===== src/rtl/seg_arb_pkg.sv =====
// Shared types and constants for the 7-segment display arbiter: FSM states,
// requester count, active-low hex glyph table and the round-robin picker.
package seg_arb_pkg;

  typedef enum logic {
    IDLE = 1'b0,
    OWN  = 1'b1
  } state_e;

  localparam int NUM_REQ = 3;
  localparam int PTR_W   = $clog2(NUM_REQ);

  typedef logic [PTR_W-1:0] req_idx_t;

  // Active-low segment patterns, bit order g..a, for nibbles 0-F.
  localparam logic [6:0] GLYPH [16] = '{
    7'h40, 7'h79, 7'h24, 7'h30, 7'h19, 7'h12, 7'h02, 7'h78,
    7'h00, 7'h10, 7'h08, 7'h03, 7'h46, 7'h21, 7'h06, 7'h0E
  };

  // First set requester strictly after ptr in cyclic order; ptr itself is
  // checked last, so a lone current owner is found only when nobody else asks.
  function automatic req_idx_t rr_pick(input logic [NUM_REQ-1:0] req,
                                       input req_idx_t           ptr);
    req_idx_t pick;
    req_idx_t cand;
    logic     found;
    int       tmp;
    pick  = ptr;
    found = 1'b0;
    for (int i = 1; i <= NUM_REQ; i++) begin
      tmp  = (int'(ptr) + i) % NUM_REQ;
      cand = req_idx_t'(tmp);
      if (!found && req[cand]) begin
        pick  = cand;
        found = 1'b1;
      end
    end
    return pick;
  endfunction

endpackage


===== src/rtl/hex_to_seg.sv =====
// Combinational hex nibble to active-low 7-segment glyph (g..a).
module hex_to_seg
  import seg_arb_pkg::*;
(
  input  logic [3:0] nibble_i,
  output logic [6:0] seg_o
);

  assign seg_o = GLYPH[nibble_i];

endmodule


===== src/rtl/seg_display_arbiter.sv =====
// Round-robin arbiter granting a 4-digit multiplexed 7-segment display to one
// of three requesters; ownership changes only on frame boundaries.
// Optional macro SEG_BLANK_LEADING_ZERO_EN blanks leading zero digits.
module seg_display_arbiter
  import seg_arb_pkg::*;
#(
  parameter int SCAN_DIV    = 100000,
  parameter int HOLD_FRAMES = 250
) (
  input  logic               clk,
  input  logic               reset,
  input  logic [NUM_REQ-1:0] req,
  input  logic [15:0]        data0,
  input  logic [15:0]        data1,
  input  logic [15:0]        data2,
  output logic [NUM_REQ-1:0] grant,
  output logic               busy,
  output logic [3:0]         an,
  output logic [7:0]         seg
);

  localparam int DIV_W  = (SCAN_DIV > 1) ? $clog2(SCAN_DIV) : 1;
  localparam int HOLD_W = $clog2(HOLD_FRAMES + 1);
  localparam logic [DIV_W-1:0]  DIV_LAST = DIV_W'(SCAN_DIV - 1);
  localparam logic [HOLD_W-1:0] HOLD_MAX = HOLD_W'(HOLD_FRAMES);
  localparam req_idx_t          PTR_RST  = req_idx_t'(NUM_REQ - 1);

  logic [DIV_W-1:0]   div_q;
  logic [1:0]         idx_q;
  logic               tick;
  logic               frame_end;

  state_e             state_q, state_d;
  logic [NUM_REQ-1:0] grant_q, grant_d;
  req_idx_t           ptr_q, ptr_d;
  logic [HOLD_W-1:0]  hold_q, hold_d;
  logic [15:0]        word_q, word_d;

  logic [HOLD_W-1:0]  hold_inc;
  logic [NUM_REQ-1:0] others;
  req_idx_t           pick;
  logic               owner_req;
  logic [3:0]         nibble;
  logic [6:0]         glyph;
  logic               blank;

  function automatic logic [15:0] data_sel(input req_idx_t i);
    case (i)
      req_idx_t'(0): data_sel = data0;
      req_idx_t'(1): data_sel = data1;
      default:       data_sel = data2;
    endcase
  endfunction

  assign tick      = (div_q == DIV_LAST);
  assign frame_end = tick && (idx_q == 2'd3);

  // NOTE: sequential state uses non-blocking assignments so every register
  // samples the pre-edge values, independent of process evaluation order.
  always_ff @(posedge clk or negedge reset) begin
    if (!reset) begin
      div_q <= '0;
      idx_q <= '0;
    end else if (tick) begin
      div_q <= '0;
      idx_q <= idx_q + 2'd1;
    end else begin
      div_q <= div_q + 1'b1;
    end
  end

  always_ff @(posedge clk or negedge reset) begin
    if (!reset) begin
      state_q <= IDLE;
      grant_q <= '0;
      ptr_q   <= PTR_RST;
      hold_q  <= '0;
      word_q  <= '0;
    end else begin
      state_q <= state_d;
      grant_q <= grant_d;
      ptr_q   <= ptr_d;
      hold_q  <= hold_d;
      word_q  <= word_d;
    end
  end

  // While owned, ptr_q is the owner index, so it doubles as the owner select.
  assign owner_req = req[ptr_q];
  assign others    = req & ~grant_q;
  assign pick      = rr_pick(req, ptr_q);
  assign hold_inc  = (hold_q == HOLD_MAX) ? hold_q : hold_q + 1'b1;

  // NOTE: every next-state signal gets a default first so no path through
  // this block leaves one unassigned, which would infer a latch.
  always_comb begin
    state_d = state_q;
    grant_d = grant_q;
    ptr_d   = ptr_q;
    hold_d  = hold_q;
    word_d  = word_q;
    if (frame_end) begin
      case (state_q)
        IDLE: begin
          if (|req) begin
            state_d = OWN;
            grant_d = NUM_REQ'(1) << pick;
            ptr_d   = pick;
            hold_d  = '0;
            word_d  = data_sel(pick);
          end
        end
        OWN: begin
          hold_d = hold_inc;
          if (owner_req) word_d = data_sel(ptr_q);
          if (hold_inc == HOLD_MAX) begin
            if (|others) begin
              grant_d = NUM_REQ'(1) << pick;
              ptr_d   = pick;
              hold_d  = '0;
              word_d  = data_sel(pick);
            end else if (!owner_req) begin
              state_d = IDLE;
              grant_d = '0;
            end
          end
        end
        default: state_d = IDLE;
      endcase
    end
  end

  assign nibble = 4'(word_q >> {idx_q, 2'b00});

  hex_to_seg u_hex_to_seg (
    .nibble_i (nibble),
    .seg_o    (glyph)
  );

`ifdef SEG_BLANK_LEADING_ZERO_EN
  // A digit is a leading zero when it and everything above it are zero.
  assign blank = (idx_q != 2'd0) && ((word_q >> {idx_q, 2'b00}) == 16'd0);
`else
  assign blank = 1'b0;
`endif

  always_comb begin
    an  = 4'hF;
    seg = 8'hFF;
    if (state_q == OWN) begin
      an = ~(4'b0001 << idx_q);
      if (!blank) seg = {1'b1, glyph};
    end
  end

  assign grant = grant_q;
  assign busy  = |grant_q;

endmodule


===== config.mk =====
export PLATFORM = sky130hd
export DESIGN_NAME = seg_display_arbiter
export DESIGN_NICKNAME = d
export VERILOG_FILES = /design/src/rtl/seg_arb_pkg.sv /design/src/rtl/hex_to_seg.sv /design/src/rtl/seg_display_arbiter.sv
export SDC_FILE = /design/constraint.sdc
export NUM_CORES = 1
export LEC_CHECK = 0
export ABC_AREA = 1
export CAP_MARGIN = 10
export CELL_PAD_IN_SITES_DETAIL_PLACEMENT = 1
export CELL_PAD_IN_SITES_GLOBAL_PLACEMENT = 2
export CORE_MARGIN = 10
export CORE_UTILIZATION = 39
export CTS_BUF_LIST = sky130_fd_sc_hd__clkbuf_2
export CTS_CLUSTER_SIZE = 25
export DETAILED_ROUTE_END_ITERATION = 12
export DONT_BUFFER_PORTS = 1
export GPL_TIMING_DRIVEN = 0
export PLACE_DENSITY_LB_ADDON = 0.25
export RECOVER_POWER = 25
export SLEW_MARGIN = 25
export SYNTH_ARGS = -nofsm -noshare
export SYNTH_HDL_FRONTEND = slang
export SYNTH_HIERARCHICAL = 1
export SYNTH_SLANG_ARGS = --single-unit

===== constraint.sdc =====
create_clock -name clk -period 4 [get_ports clk]
set_input_delay 0.6 -clock clk [delete_from_list [all_inputs] [get_ports clk]]
set_output_delay 0.6 -clock clk [all_outputs]
set_load 0.01 [all_outputs]

==> metrics <==
status=finished with violations; failing checks=capacitance limit, slew limit; clock buffer count from CTS=5; Post-CTS Repair Setup Buffers=0; final setup fails=0; count leader, synth=nand2_1; Filler cells=1,501; yosys warns=6; maximum vdd ir drop=roughly 140 uV; Synth Area in Compound Gates=13.7%; post-synthesis sequential area ratio=28.0%; GRT overflow=0; Simple-Gate Fraction of Synth Area=about two fifths; largest net degree at the start of global routing=50; Design Power=0.939 mW; vias per cell=5.49; count of final hold-check violations=0; synthesized net count=about 750; WHS=0.394 ns; PortBufs=0; Netlist cell types=38; largest family of logic cells by synthesized area=simple AND/OR/NAND/NOR gates; Vias=4,546; WL per Instance=17.6 um; post-synthesis mux area share=2.29%; CTS tree=yes; Ports=69; Die W=around 130 um; Worst Hold Class=input port to register; total track usage=18.0%; PwrDens=approximately 200 nW/um2; clock period minus worst slack=approximately 3.6 ns; CP required=3.40 ns; P&R area growth vs syn=6.12%; worst reg2reg setup slack=1.23 ns; later-pin clock latency in the skew report=0.43 ns; Post-DRT Antenna Nets=0; DRC errors left=0; EDFF count, synth=0; htree depth=2; unrepaired setup endpoints after global routing=no; final slew viol count=50; Clock Sinks=between 40 and 50; top cells by area, synth=dfrtp_1 (27%), nand2_1 (16%), nand3_1 (11%); final worst slack=around 0.42 ns; Cell Area, Synth=roughly 4400 um2; Pleak=between 2 and 2.5 nW; post-DP HPWL=approximately 12 mm; diode count=0; ys flop type=dfrtp_1; row count=38; final core utilization=42.5%; Mapped Cells=slightly below 700; Worst-path clk slew=0.27 ns; total die area=15,900 um2; TNS Setup=0 ns; ys async rst share=between 90% and 100%; placed insts=818; crit share post-route=~90%; skew final=0.0156 ns; Slew @ Worst Pin=2.78 ns; first-pass GRT wire length=about 24 mm; share of cells above drive strength 1=approximately a tenth; vias in the first global route=4,848; Starting Density=40.0%; Setup Crit Path Kind=register to primary output; Nets=758; crit path launch type=register; CP endpoint kind=primary output; DR pass1 iterations=5; top cells by count, synth=nand2_1 (187), nand3_1 (100), inv_1 (78), nor2_1 (56), dfrtp_1 (48); Die H=126 um; core area=10,900 um2; pre-CTS worst setup slack=0.685 ns; Post-Place Cell Area=~4600 um2; CTS root buffer=clkbuf_2; largest fanout on the critical path=11; CTS Buffer Depth=2; Post-Syn Area per Cell=around 6.5 um2; top cell type by total area after synthesis=dfrtp_1; Synth Area in XOR/XNOR=0.200%; fin cells=~830; Worst Path Arrival=between 2 and 3 ns; Max Clock Freq=around 0.28 GHz; flops & latches, synth=49; RePlAce Congestion=0.857; Total Routed Length=14.6 mm; Finished Cell Area=roughly 4600 um2; Slew Limit Headroom=-85.2%; post-synth top area share=27.4%; antenna violations before repair=0; Synth Area in Adders=around 5.1%; Iteration-0 DRC Markers=254; Max-cap violations=1
## routing by layer
layer | wire length, um | global-route usage (%) | part of all wire, %
met1 | 6360 | 21.8 | 44
met2 | 7490 | 32.7 | 51
met3 | 643 | 3.48 | 4.4
met4 | 110 | 2.41 | 0.75
met5 | 0 | 0 | 0
## path summary, 6_finish.rpt
check                      depth (start not counted)  startpoint         to
setup / recovery                                  10    idx_q[0]     seg[3]
hold / removal                                     4    data1[8]  word_q[8]
setup reg to reg                                  15    ptr_q[1]  word_q[5]
hold reg to reg                                    1    div_q[0]   div_q[0]
max in group asynchronous                          2       reset  hold_q[2]
min in group asynchronous                          2       reset   idx_q[1]
## cell type report
cell class / count / area (um2) / share of cell area, %
Buffer: 25 / 153 / 3.29
Clock buffer: 5 / 25.0 / 0.539
Clock inverter: 3 / 41.3 / 0.889
Inverter: 86 / 323 / 6.95
Multi-Input combinational cell: 518 / 2690 / 57.9
Sequential cell: 49 / 1230 / 26.4
Tap cell: 140 / 175 / 3.77
Timing Repair Buffer: 2 / 13.8 / 0.296
## layout by cell type (no fill, tap or decap), drive strengths merged
| cell type | netlist | routed |
|---|---|---|
| o211ai | 16 | 16 |
| or2 | 9 | 9 |
| dfrtp | 48 | 48 |
| a21o | 1 | 1 |
| buf | 17 | 17 |
| a31o | 1 | 1 |
| a22oi | 2 | 2 |
| a211oi | 1 | 1 |
| conb | 1 | 1 |
| clkinv | 0 | 1 |
| ha | 18 | 18 |
| o21ai | 46 | 46 |
| dfstp | 1 | 1 |
| bufinv | 0 | 1 |
| nor4 | 4 | 4 |
| nand4 | 9 | 9 |
| nor2 | 58 | 58 |
| clkinvlp | 0 | 1 |
| dlygate4sd3 | 0 | 1 |
| o31ai | 1 | 1 |
| o22ai | 4 | 4 |
| clkbuf | 8 | 14 |
| nand3 | 101 | 101 |
| xor2 | 1 | 1 |
| a21oi | 30 | 30 |
| inv | 86 | 86 |
| nand2 | 196 | 196 |
| nor3 | 8 | 8 |
| and2 | 1 | 1 |
| mux2i | 10 | 10 |
## flip-flops by register name, summed over array words and instances (netlist names)
name     cells
hold_q       8
state_q      1
word_q      16
ptr_q        2
idx_q        2
grant        3
div_q       17
## worst max-delay path: stages, from the launching register on
cell and delay, ns:
dfrtp_1 0.55, inv_1 0.11, clkbuf_1 0.36, nor2_1 0.10, o22ai_2 0.37, inv_1 0.19
ha_1 0.36, nand2_1 0.05, nand3_1 0.07, nand2_1 0.05, or2_2 0.32
## cell families (layout without fill, tap and decap cells)
kind of cell	count (synthesis)	count (layout)
XOR/XNOR	1	1
AND/OR/NAND/NOR	386	386
multiplexers	10	10
flip-flops	49	49
buffers and inverters	111	121
other	1	1
AO/OA/AOI/OAI	102	102
adder cells (fa/ha/maj)	18	18
## report_power, final
part / leakage (nW) / switching [mW] / internal (mW) / total (mW)
clock: 0.0366 / 0.170 / 0.103 / 0.274
combinational: 1.48 / 0.101 / 0.0489 / 0.150
sequential: 0.642 / 0.00999 / 0.505 / 0.515
## timing repair
action | 4_1_cts | 5_1_grt
resized for setup | 0 | 2
endpoints found under the hold margin | 49 | 0
hold buffers | 2 | 0
setup endpoints to repair | 0 | 5
(Power assumes the default switching activity.)
